### src/rtl/wb_pkg.sv
// Shared types for the Wishbone round-robin arbiter.
// Build option: define WB_ARB_TIMEOUT_EN to add the slave watchdog and the ABORT state.
package wb_pkg;

`ifdef WB_ARB_TIMEOUT_EN
    typedef enum logic [1:0] {
        ST_IDLE,
        ST_GRANT,
        ST_ABORT
    } arb_state_t;
`else
    typedef enum logic [1:0] {
        ST_IDLE,
        ST_GRANT
    } arb_state_t;
`endif

    // Termination kind of a slave transfer.
    typedef enum logic {
        RET_ACK,
        RET_ERR
    } ret_t;

endpackage

### src/rtl/wb_rr_pick.sv
// Combinational round-robin picker: first requester strictly after last_i,
// wrapping from NUM_MASTERS-1 back to 0.
module wb_rr_pick #(
    parameter int unsigned NUM_MASTERS = 4,
    parameter int unsigned IDX_W       = 2
) (
    input  logic [NUM_MASTERS-1:0] req_i,
    input  logic [IDX_W-1:0]       last_i,
    output logic                   valid_o,
    output logic [IDX_W-1:0]       idx_o
);

    // Scan masters in rotated priority order, keep the first hit.
    always_comb begin
        logic [IDX_W-1:0] cand;
        valid_o = 1'b0;
        idx_o   = '0;
        cand    = '0;
        for (int unsigned k = 1; k <= NUM_MASTERS; k++) begin
            cand = IDX_W'((32'(last_i) + k) % NUM_MASTERS);
            if (!valid_o && req_i[cand]) begin
                valid_o = 1'b1;
                idx_o   = cand;
            end
        end
    end

endmodule

### src/rtl/wb_rr_arbiter.sv
// Round-robin Wishbone arbiter: NUM_MASTERS masters share one slave.
// Build option: define WB_ARB_TIMEOUT_EN to enable the stalled-strobe watchdog
// (TIMEOUT_CYCLES), which errors the master and parks in ABORT until it drops cyc.
module wb_rr_arbiter
    import wb_pkg::*;
#(
    parameter int unsigned NUM_MASTERS    = 4,
    parameter int unsigned ADDR_WIDTH     = 16,
    parameter int unsigned DATA_WIDTH     = 32,
    parameter int unsigned GRANULE        = 8,
    parameter int unsigned TIMEOUT_CYCLES = 16,
    localparam int unsigned SEL_WIDTH     = DATA_WIDTH / GRANULE,
    localparam int unsigned IDX_W         = (NUM_MASTERS > 1) ? $clog2(NUM_MASTERS) : 1
) (
    input  logic                              clk_i,
    input  logic                              rst_i,
    input  logic [NUM_MASTERS-1:0]            m_cyc_i,
    input  logic [NUM_MASTERS-1:0]            m_stb_i,
    input  logic [NUM_MASTERS-1:0]            m_we_i,
    input  logic [NUM_MASTERS*ADDR_WIDTH-1:0] m_adr_i,
    input  logic [NUM_MASTERS*DATA_WIDTH-1:0] m_dat_i,
    input  logic [NUM_MASTERS*SEL_WIDTH-1:0]  m_sel_i,
    output logic [DATA_WIDTH-1:0]             m_dat_o,
    output logic [NUM_MASTERS-1:0]            m_ack_o,
    output logic [NUM_MASTERS-1:0]            m_err_o,
    output logic                              s_cyc_o,
    output logic                              s_stb_o,
    output logic                              s_we_o,
    output logic [ADDR_WIDTH-1:0]             s_adr_o,
    output logic [DATA_WIDTH-1:0]             s_dat_o,
    output logic [SEL_WIDTH-1:0]              s_sel_o,
    input  logic [DATA_WIDTH-1:0]             s_dat_i,
    input  logic                              s_ack_i,
    input  logic                              s_err_i,
    output logic [NUM_MASTERS-1:0]            gnt_o
);

    if (NUM_MASTERS < 2 || TIMEOUT_CYCLES < 1) begin : g_bad_cfg
        $error("wb_rr_arbiter: NUM_MASTERS must be >= 2 and TIMEOUT_CYCLES >= 1");
    end

    arb_state_t             state_q, state_d;
    logic [IDX_W-1:0]       gidx_q, gidx_d;
    logic [IDX_W-1:0]       last_q, last_d;
    logic [NUM_MASTERS-1:0] gnt_d;
    logic                   pick_valid;
    logic [IDX_W-1:0]       pick_idx;

    logic                   g_cyc, g_stb, g_we;
    logic [ADDR_WIDTH-1:0]  g_adr;
    logic [DATA_WIDTH-1:0]  g_dat;
    logic [SEL_WIDTH-1:0]   g_sel;

`ifdef WB_ARB_TIMEOUT_EN
    localparam int unsigned CNT_W = $clog2(TIMEOUT_CYCLES + 1);
    logic [CNT_W-1:0] cnt_q, cnt_d;
`endif

    wb_rr_pick #(
        .NUM_MASTERS (NUM_MASTERS),
        .IDX_W       (IDX_W)
    ) u_pick (
        .req_i   (m_cyc_i),
        .last_i  (last_q),
        .valid_o (pick_valid),
        .idx_o   (pick_idx)
    );

    // Select the currently granted master's bus signals.
    always_comb begin
        g_cyc = 1'b0;
        g_stb = 1'b0;
        g_we  = 1'b0;
        g_adr = '0;
        g_dat = '0;
        g_sel = '0;
        for (int unsigned i = 0; i < NUM_MASTERS; i++) begin
            if (gidx_q == IDX_W'(i)) begin
                g_cyc = m_cyc_i[i];
                g_stb = m_stb_i[i];
                g_we  = m_we_i[i];
                g_adr = m_adr_i[i*ADDR_WIDTH +: ADDR_WIDTH];
                g_dat = m_dat_i[i*DATA_WIDTH +: DATA_WIDTH];
                g_sel = m_sel_i[i*SEL_WIDTH +: SEL_WIDTH];
            end
        end
    end

    // Next-state, grant and slave/master routing.
    always_comb begin
        state_d = state_q;
        gidx_d  = gidx_q;
        last_d  = last_q;
        gnt_d   = gnt_o;
        s_cyc_o = 1'b0;
        s_stb_o = 1'b0;
        s_we_o  = 1'b0;
        s_adr_o = '0;
        s_dat_o = '0;
        s_sel_o = '0;
        m_dat_o = '0;
        m_ack_o = '0;
        m_err_o = '0;
`ifdef WB_ARB_TIMEOUT_EN
        cnt_d   = '0;
`endif
        case (state_q)
            ST_IDLE: begin
                if (pick_valid) begin
                    gidx_d           = pick_idx;
                    gnt_d            = '0;
                    gnt_d[pick_idx]  = 1'b1;
                    state_d          = ST_GRANT;
                end
            end
            ST_GRANT: begin
                if (g_cyc) begin
                    s_cyc_o = 1'b1;
                    s_stb_o = g_stb;
                    s_we_o  = g_we;
                    s_adr_o = g_adr;
                    s_dat_o = g_dat;
                    s_sel_o = g_sel;
                    m_dat_o = s_dat_i;
                    m_ack_o = gnt_o & {NUM_MASTERS{s_ack_i}};
                    m_err_o = gnt_o & {NUM_MASTERS{s_err_i}};
`ifdef WB_ARB_TIMEOUT_EN
                    if (g_stb && !s_ack_i && !s_err_i) begin
                        if (cnt_q == CNT_W'(TIMEOUT_CYCLES - 1)) begin
                            m_err_o = gnt_o;
                            state_d = ST_ABORT;
                        end else begin
                            cnt_d = cnt_q + 1'b1;
                        end
                    end
`endif
                end else begin
                    last_d  = gidx_q;
                    gnt_d   = '0;
                    state_d = ST_IDLE;
                end
            end
`ifdef WB_ARB_TIMEOUT_EN
            ST_ABORT: begin
                if (!g_cyc) begin
                    last_d  = gidx_q;
                    gnt_d   = '0;
                    state_d = ST_IDLE;
                end
            end
`endif
            default: begin
                gnt_d   = '0;
                state_d = ST_IDLE;
            end
        endcase
    end

    // State, grant and round-robin pointer registers.
    always_ff @(posedge clk_i or negedge rst_i) begin
        if (!rst_i) begin
            state_q <= ST_IDLE;
            gidx_q  <= '0;
            last_q  <= IDX_W'(NUM_MASTERS - 1);
            gnt_o   <= '0;
`ifdef WB_ARB_TIMEOUT_EN
            cnt_q   <= '0;
`endif
        end else begin
            state_q <= state_d;
            gidx_q  <= gidx_d;
            last_q  <= last_d;
            gnt_o   <= gnt_d;
`ifdef WB_ARB_TIMEOUT_EN
            cnt_q   <= cnt_d;
`endif
        end
    end

endmodule

### config.mk
export PLATFORM = sky130hd
export DESIGN_NAME = wb_rr_arbiter
export DESIGN_NICKNAME = d
export VERILOG_FILES = /design/src/rtl/wb_pkg.sv /design/src/rtl/wb_rr_pick.sv /design/src/rtl/wb_rr_arbiter.sv
export SDC_FILE = /design/constraint.sdc
export NUM_CORES = 1
export LEC_CHECK = 0
export CAP_MARGIN = 5
export CORE_AREA = 2 2 139 141
export DETAILED_ROUTE_END_ITERATION = 6
export DIE_AREA = 0 0 141 143
export GPL_ROUTABILITY_DRIVEN = 0
export HOLD_SLACK_MARGIN = 0.02
export REMOVE_ABC_BUFFERS = 1
export SYNTH_ARGS = -nofsm -noshare
export SYNTH_HDL_FRONTEND = slang
export SYNTH_HIERARCHICAL = 1
export SYNTH_SLANG_ARGS = --single-unit
### constraint.sdc
create_clock -name clk_i -period 3.05 [get_ports clk_i]
set_clock_uncertainty 0.1 [all_clocks]
set_input_delay 0.4575 -clock clk_i [delete_from_list [all_inputs] [get_ports clk_i]]
set_output_delay 0.4575 -clock clk_i [all_outputs]
set_load 0.02 [all_outputs]
== After elaboration in Yosys (flattened, before gate mapping) ==
Index checks and enable logic that the tools add are counted.
Operators by class
  add/sub/neg operators: 4
  $lt $le $gt $ge: 6
  eq/ne operators: 6
  muxes and demuxes: 66
  bitwise operators: 3
  reductions and logical operators: 12
Operators by type and width (count)
  2-to-1 mux 32 bit: 8
  2-to-1 mux 16 bit: 6
  2-to-1 mux 4 bit: 12
  2-to-1 mux 1 bit: 27
  less-than comparator 2 x 3 -> 1 bit, second input constant: 5
  2-to-1 mux 2 bit: 6
  AND 4 bit: 2
  binary-select mux 1 bit (select 2 bit): 4
  case mux 4 bit (2 select lines): 1
  AND reduction 2 bit: 3
  adder 2 x 1 -> 2 bit, second input constant: 2
  adder 2 bit, second input constant: 2
  == test 2 x 1 -> 1 bit, second input constant: 2
  == test 2 bit, second input constant: 2
  logical AND 1 bit: 4
  logical NOT 2 bit: 2
  inequality test 2 bit, second input constant: 2
  case mux 2 bit (2 select lines): 1
  logical NOT 1 bit: 3
  demux 1 bit (select 2 bit): 1
  greater-or-equal comparator 2 x 1 -> 1 bit, second input constant: 1
  NOT 1 bit: 1
Word-level totals
  register bits: 10
  input port bits: 256
  output and inout port bits: 99
  word-level logic and storage cells: 101

== Longest topological paths before layout ==
Gate-level depths: netlist (run 1).
  depth after elaboration: 19
  mapped depth: 6

== Cells and area by module ==
The synthesis (run 1) kept the hierarchy.
Modules (own cells, without submodules)
  wb_rr_arbiter: instances 1, cells an instance 226, area each 2477.4 µm², seq. area each 227.7 µm²
  wb_rr_pick: instances 1, cells an instance 14, area each 91.3 µm², seq. area each 0.0 µm²

== Worst setup path before layout (run 1) ==
No wires, ideal clock.
  path kind: register to output
  start point: register gidx_q[0]
  end point: output port s_adr_o[0]
  arrival time: 1.563 ns
  required time: 2.492 ns
  setup slack: 0.930 ns
  cell stages (with the launch flop): 6
  buffers on the path: 3
  cell sequence: dfrtp_1 buf_2 buf_6 buf_4 mux4_2 and3_1
Between the ends
  cells in the longest elaborated chain, start to end: 7
  elaborated cells on any way between the ends: 14
  those cells by class: 3 x eq/ne; 10 x mux; 1 x reduce/logical
Ends and longest elaborated chain
  from (decl): line wb_rr_arbiter.sv:43  | logic [IDX_W-1:0] gidx_q, gidx_d;
  from (signal assigned): line wb_rr_arbiter.sv:171  | gidx_q <= gidx_d;
  logical NOT 2 bit: line wb_rr_arbiter.sv:78  | if (gidx_q == IDX_W'(i)) begin
  2-to-1 mux 16 bit or 2-to-1 mux 1 bit (tied branches) (4 in series): line wb_rr_arbiter.sv:78
  2-to-1 mux 16 bit (*): line wb_rr_arbiter.sv:117  | if (g_cyc) begin
  2-to-1 mux 16 bit (*): line wb_rr_arbiter.sv:107  | case (state_q)
  to (decl): line wb_rr_arbiter.sv:29  | output logic [ADDR_WIDTH-1:0] s_adr_o,
Mark *: on every way between the ends. The rest lies on a longest branch, timed or not.

== Worst setup path in the final report (run 1) ==
  start point: input port m_cyc_i[3]
  end point: output port s_dat_o[16]
Between the ends
  cells in the longest elaborated chain, start to end: 3
Ends and longest elaborated chain
  from (decl): line wb_rr_arbiter.sv:17  | input logic [NUM_MASTERS-1:0] m_cyc_i,
  2-to-1 mux 1 bit: line wb_rr_arbiter.sv:78
  2-to-1 mux 32 bit: line wb_rr_arbiter.sv:117
  2-to-1 mux 32 bit: line wb_rr_arbiter.sv:107
  to (decl): line wb_rr_arbiter.sv:30  | output logic [DATA_WIDTH-1:0] s_dat_o,
Every way passes these cells.

==> impl_metrics.toml, run 1 <==
[cts]
clk_pin_slew_ns = 0.04
clock_latency_ns = 0.23
numCtsBuffers = 3
htreeDepth = 1
post_cts_buffers = 0
holdBufCountCts = 0
clock-sinks = 9
clk_path_buf_depth = 2
cts_tree = "yes"
clk_root_buffer_cell = "clkbuf_16"

[die]
num_rows = 50
core_sq_mm = 0.0186
chipHeight_microns = 143
start_util_pct = 13.8
design.die.area_sq_mm = 0.0202
ioPinCount = 355
fp.dieW_microns = 141

[worst_setup_path]
reg2reg_setup_slack_ns = 1.16
reg2reg_to = "last_q[0]"
cp_data_arrival_time_ns = 2.44
crit_path_max_fanout = 44
r2r-start = "state_q[0]"
critPathKind = "input pin to output pin"
endpoint_kind = "output pin"
r2r_cells = 4
critPathLaunchType = "input pin"
required_ns = 2.49

[power_and_ir_drop]
clkPwrFrac_pct = 4.9
p_comb_share_pct = 87.8
power_w = 0.00472
ir_drop_mv = 0.379
leakage_nw = 2.63
intPower_w = 0.00260
p_seq_share_pct = 7.3
p_sw_w = 0.00212
power_density_mw_per_mm2 = 732
swShare_pct = 44.8

[global_routing]
grt_max_degree = 51
antenna_found_initial = 0
grt-ovfl-total = 0
grt_pass1_vias = 3927
grt.total_usage_pct = 14.8
grt_first_pass_wirelength_microns = 23200

[logic_synthesis]
netlist_area_sq_mm = 0.00257
yosysWarningCount = 6
synth_cells = 240
post_synth_fa_ha_maj_area_fraction_pct = 0
yosysSeqAreaShare_pct = 8.87
synthMuxAreaShare_pct = 50.8
synth_cell_type_count = 28
synth-seq-cells = 9
syn_avg_cell_area_sq_um = 10.7
synth-simple-area-share_pct = 27.9
synth-compound-area-share_pct = 3.90
yosys.area_share.xor_xnor_pct = 0
synth_top_family_by_area = "multiplexers"

[sta]
worst_hold_slack_ns = 0.430
hold_violations = 0
finalSetupViolCount = 0
tightestPinTransition_ns = 0.712
maxSlewHeadroom_pct = 52.5
report.final.slew_viol_count = 0
fin_tns_setup_ns = 0
clock.fmax_ghz = 0.334
rsz0062_at_grt = "false"
fin_crit_sh_pct = 98.3
min_period_ns = 3.00

[drt]
drt-pass1-iter-count = 6
drt-initial-drc-count = 133
via_per_inst = 4.46
wl_per_cell_microns = 19.9
drcViolationCount = 0
vias = 3609
ant_nets = 0
routed_wl_microns = 16100

[worst_hold_path]
hold_start = "last_q[1]"
min_to = "last_q[1]"
min_path_type = "register to register"
whs_path_depth = 2

[placed_design]
dpl_cell_area_sq_mm = 0.00636
hpwl_microns = 13500
port_buffers = 354

[status]
status = "completed"

[final_layout]
final_common_cell = "clkdlybuf4s50_1"
antenna_cells = 0
area_delta_synth_final_pct = 151
design_area_sq_mm = 0.00645
layout-drive-gt1-share_pct = 14.9
nNetsFinal = 833
mostFrequentLayoutCells = "clkdlybuf4s50_1 (348), and3_1 (95), mux4_2 (55), buf_4 (9)"

[job]
max_cap_violations = 0
cells in the mapped netlist (all sizes together):
library cell / instances / area share (%)
dfstp: 2 / 2.0
nand2: 2 / 0.29
a31oi: 1 / 0.24
o21ai: 5 / 0.97
and3: 95 / 23
nand3: 4 / 0.78
nor3b: 1 / 0.29
mux2: 5 / 2.2
mux2i: 1 / 0.39
and2b: 1 / 0.29
and2: 2 / 0.58
mux4: 55 / 48
o22ai: 1 / 0.24
nand2b: 4 / 0.97
clkbuf: 18 / 2.6
nor2: 4 / 0.58
dfrtp: 7 / 6.8
o2bb2ai: 1 / 0.34
o221ai: 1 / 0.58
a21oi: 7 / 1.5
buf: 16 / 5.4
or2: 1 / 0.24
and3b: 2 / 0.68
inv: 4 / 0.58
logic make-up (layout without fill, tap and decap cells):
group | after synthesis | in the layout
AND/OR/NAND/NOR | 116 | 116
multiplexers | 61 | 61
buffers and inverters | 38 | 374
AO/OA/AOI/OAI | 16 | 16
flip-flops | 9 | 9
routing by layer:
metal	vias to the layer above	GRT usage (%)	share of wire, %
li1	1651	-	-
met1	1758	17.6	39
met2	184	27.8	53
met3	16	2.92	7.1
met4	0	2.74	1.6
met5	-	0	0
worst max-delay path by stage:
stage	slack, ns	depth (start not counted)	endpoint	startpoint
after global placement	0.08	5	s_stb_o	m_cyc_i[3]
after detailed placement	0.05	5	s_dat_o[16]	m_cyc_i[3]
after global routing	0.004	5	m_dat_o[21]	m_cyc_i[3]
final	0.05	5	s_dat_o[16]	m_cyc_i[3]
after CTS	0.05	5	s_dat_o[16]	m_cyc_i[3]
after floorplan	-1.47	3	m_err_o[0]	gidx_q[0]
sequential cells by signal (all words and copies together) (netlist names):
register,flops
gidx_q,2
gnt_o,4
last_q,2
state_q,1
through the flow:
step / setup slack [ns] / utilization, % / std cells
3_3_place_gp: 0.0784 / 34.2 / 806
6_report: 0.0519 / 34.7 / 810
2_1_floorplan: -1.47 / - / 206
5_1_grt: 0.00414 / 34.7 / 810
4_1_cts: 0.0493 / 34.7 / 810
3_5_place_dp: 0.0479 / 34.2 / 806
worst max-delay path, stage by stage:
cell and delay, ns:
clkdlybuf4s50_1 0.42, mux4_2 0.57, buf_12 0.20, and3_1 0.19, clkdlybuf4s50_1 0.57
power groups by stage:
stage,Sequential (W),Combinational (W),Clock [W]
detailed placement,0.000351,0.00419,0
floorplan,0.000586,0.00201,0
global placement,0.000344,0.00413,0
CTS,0.000349,0.00420,0.000238
finish,0.000345,0.00415,0.000232
global route,0.000370,0.00439,0.000248
area by class of cell:
type                       instances  area, sq um
clock buffer                       4         78.8
inverter                           4         15.0
fill                            1865        12100
timing repair buffer             366         3710
sequential                         9          234
multi-input combinational        193         2120
tap                              234          293
repair_timing:
action / 4_1_cts / 5_1_grt
gates resized for setup: 0 / 3
endpoints found under the hold margin: 0 / 0
endpoints found under the setup margin: 0 / 3
Note: power is estimated with default switching activity, not from simulation.
==> run 2: changes to the inputs <==
Settings changed: CAP_MARGIN 5 to 10.
==> results of run 2 <==
Same layout as run 1: the final DEF is identical, and so are final timing and power.
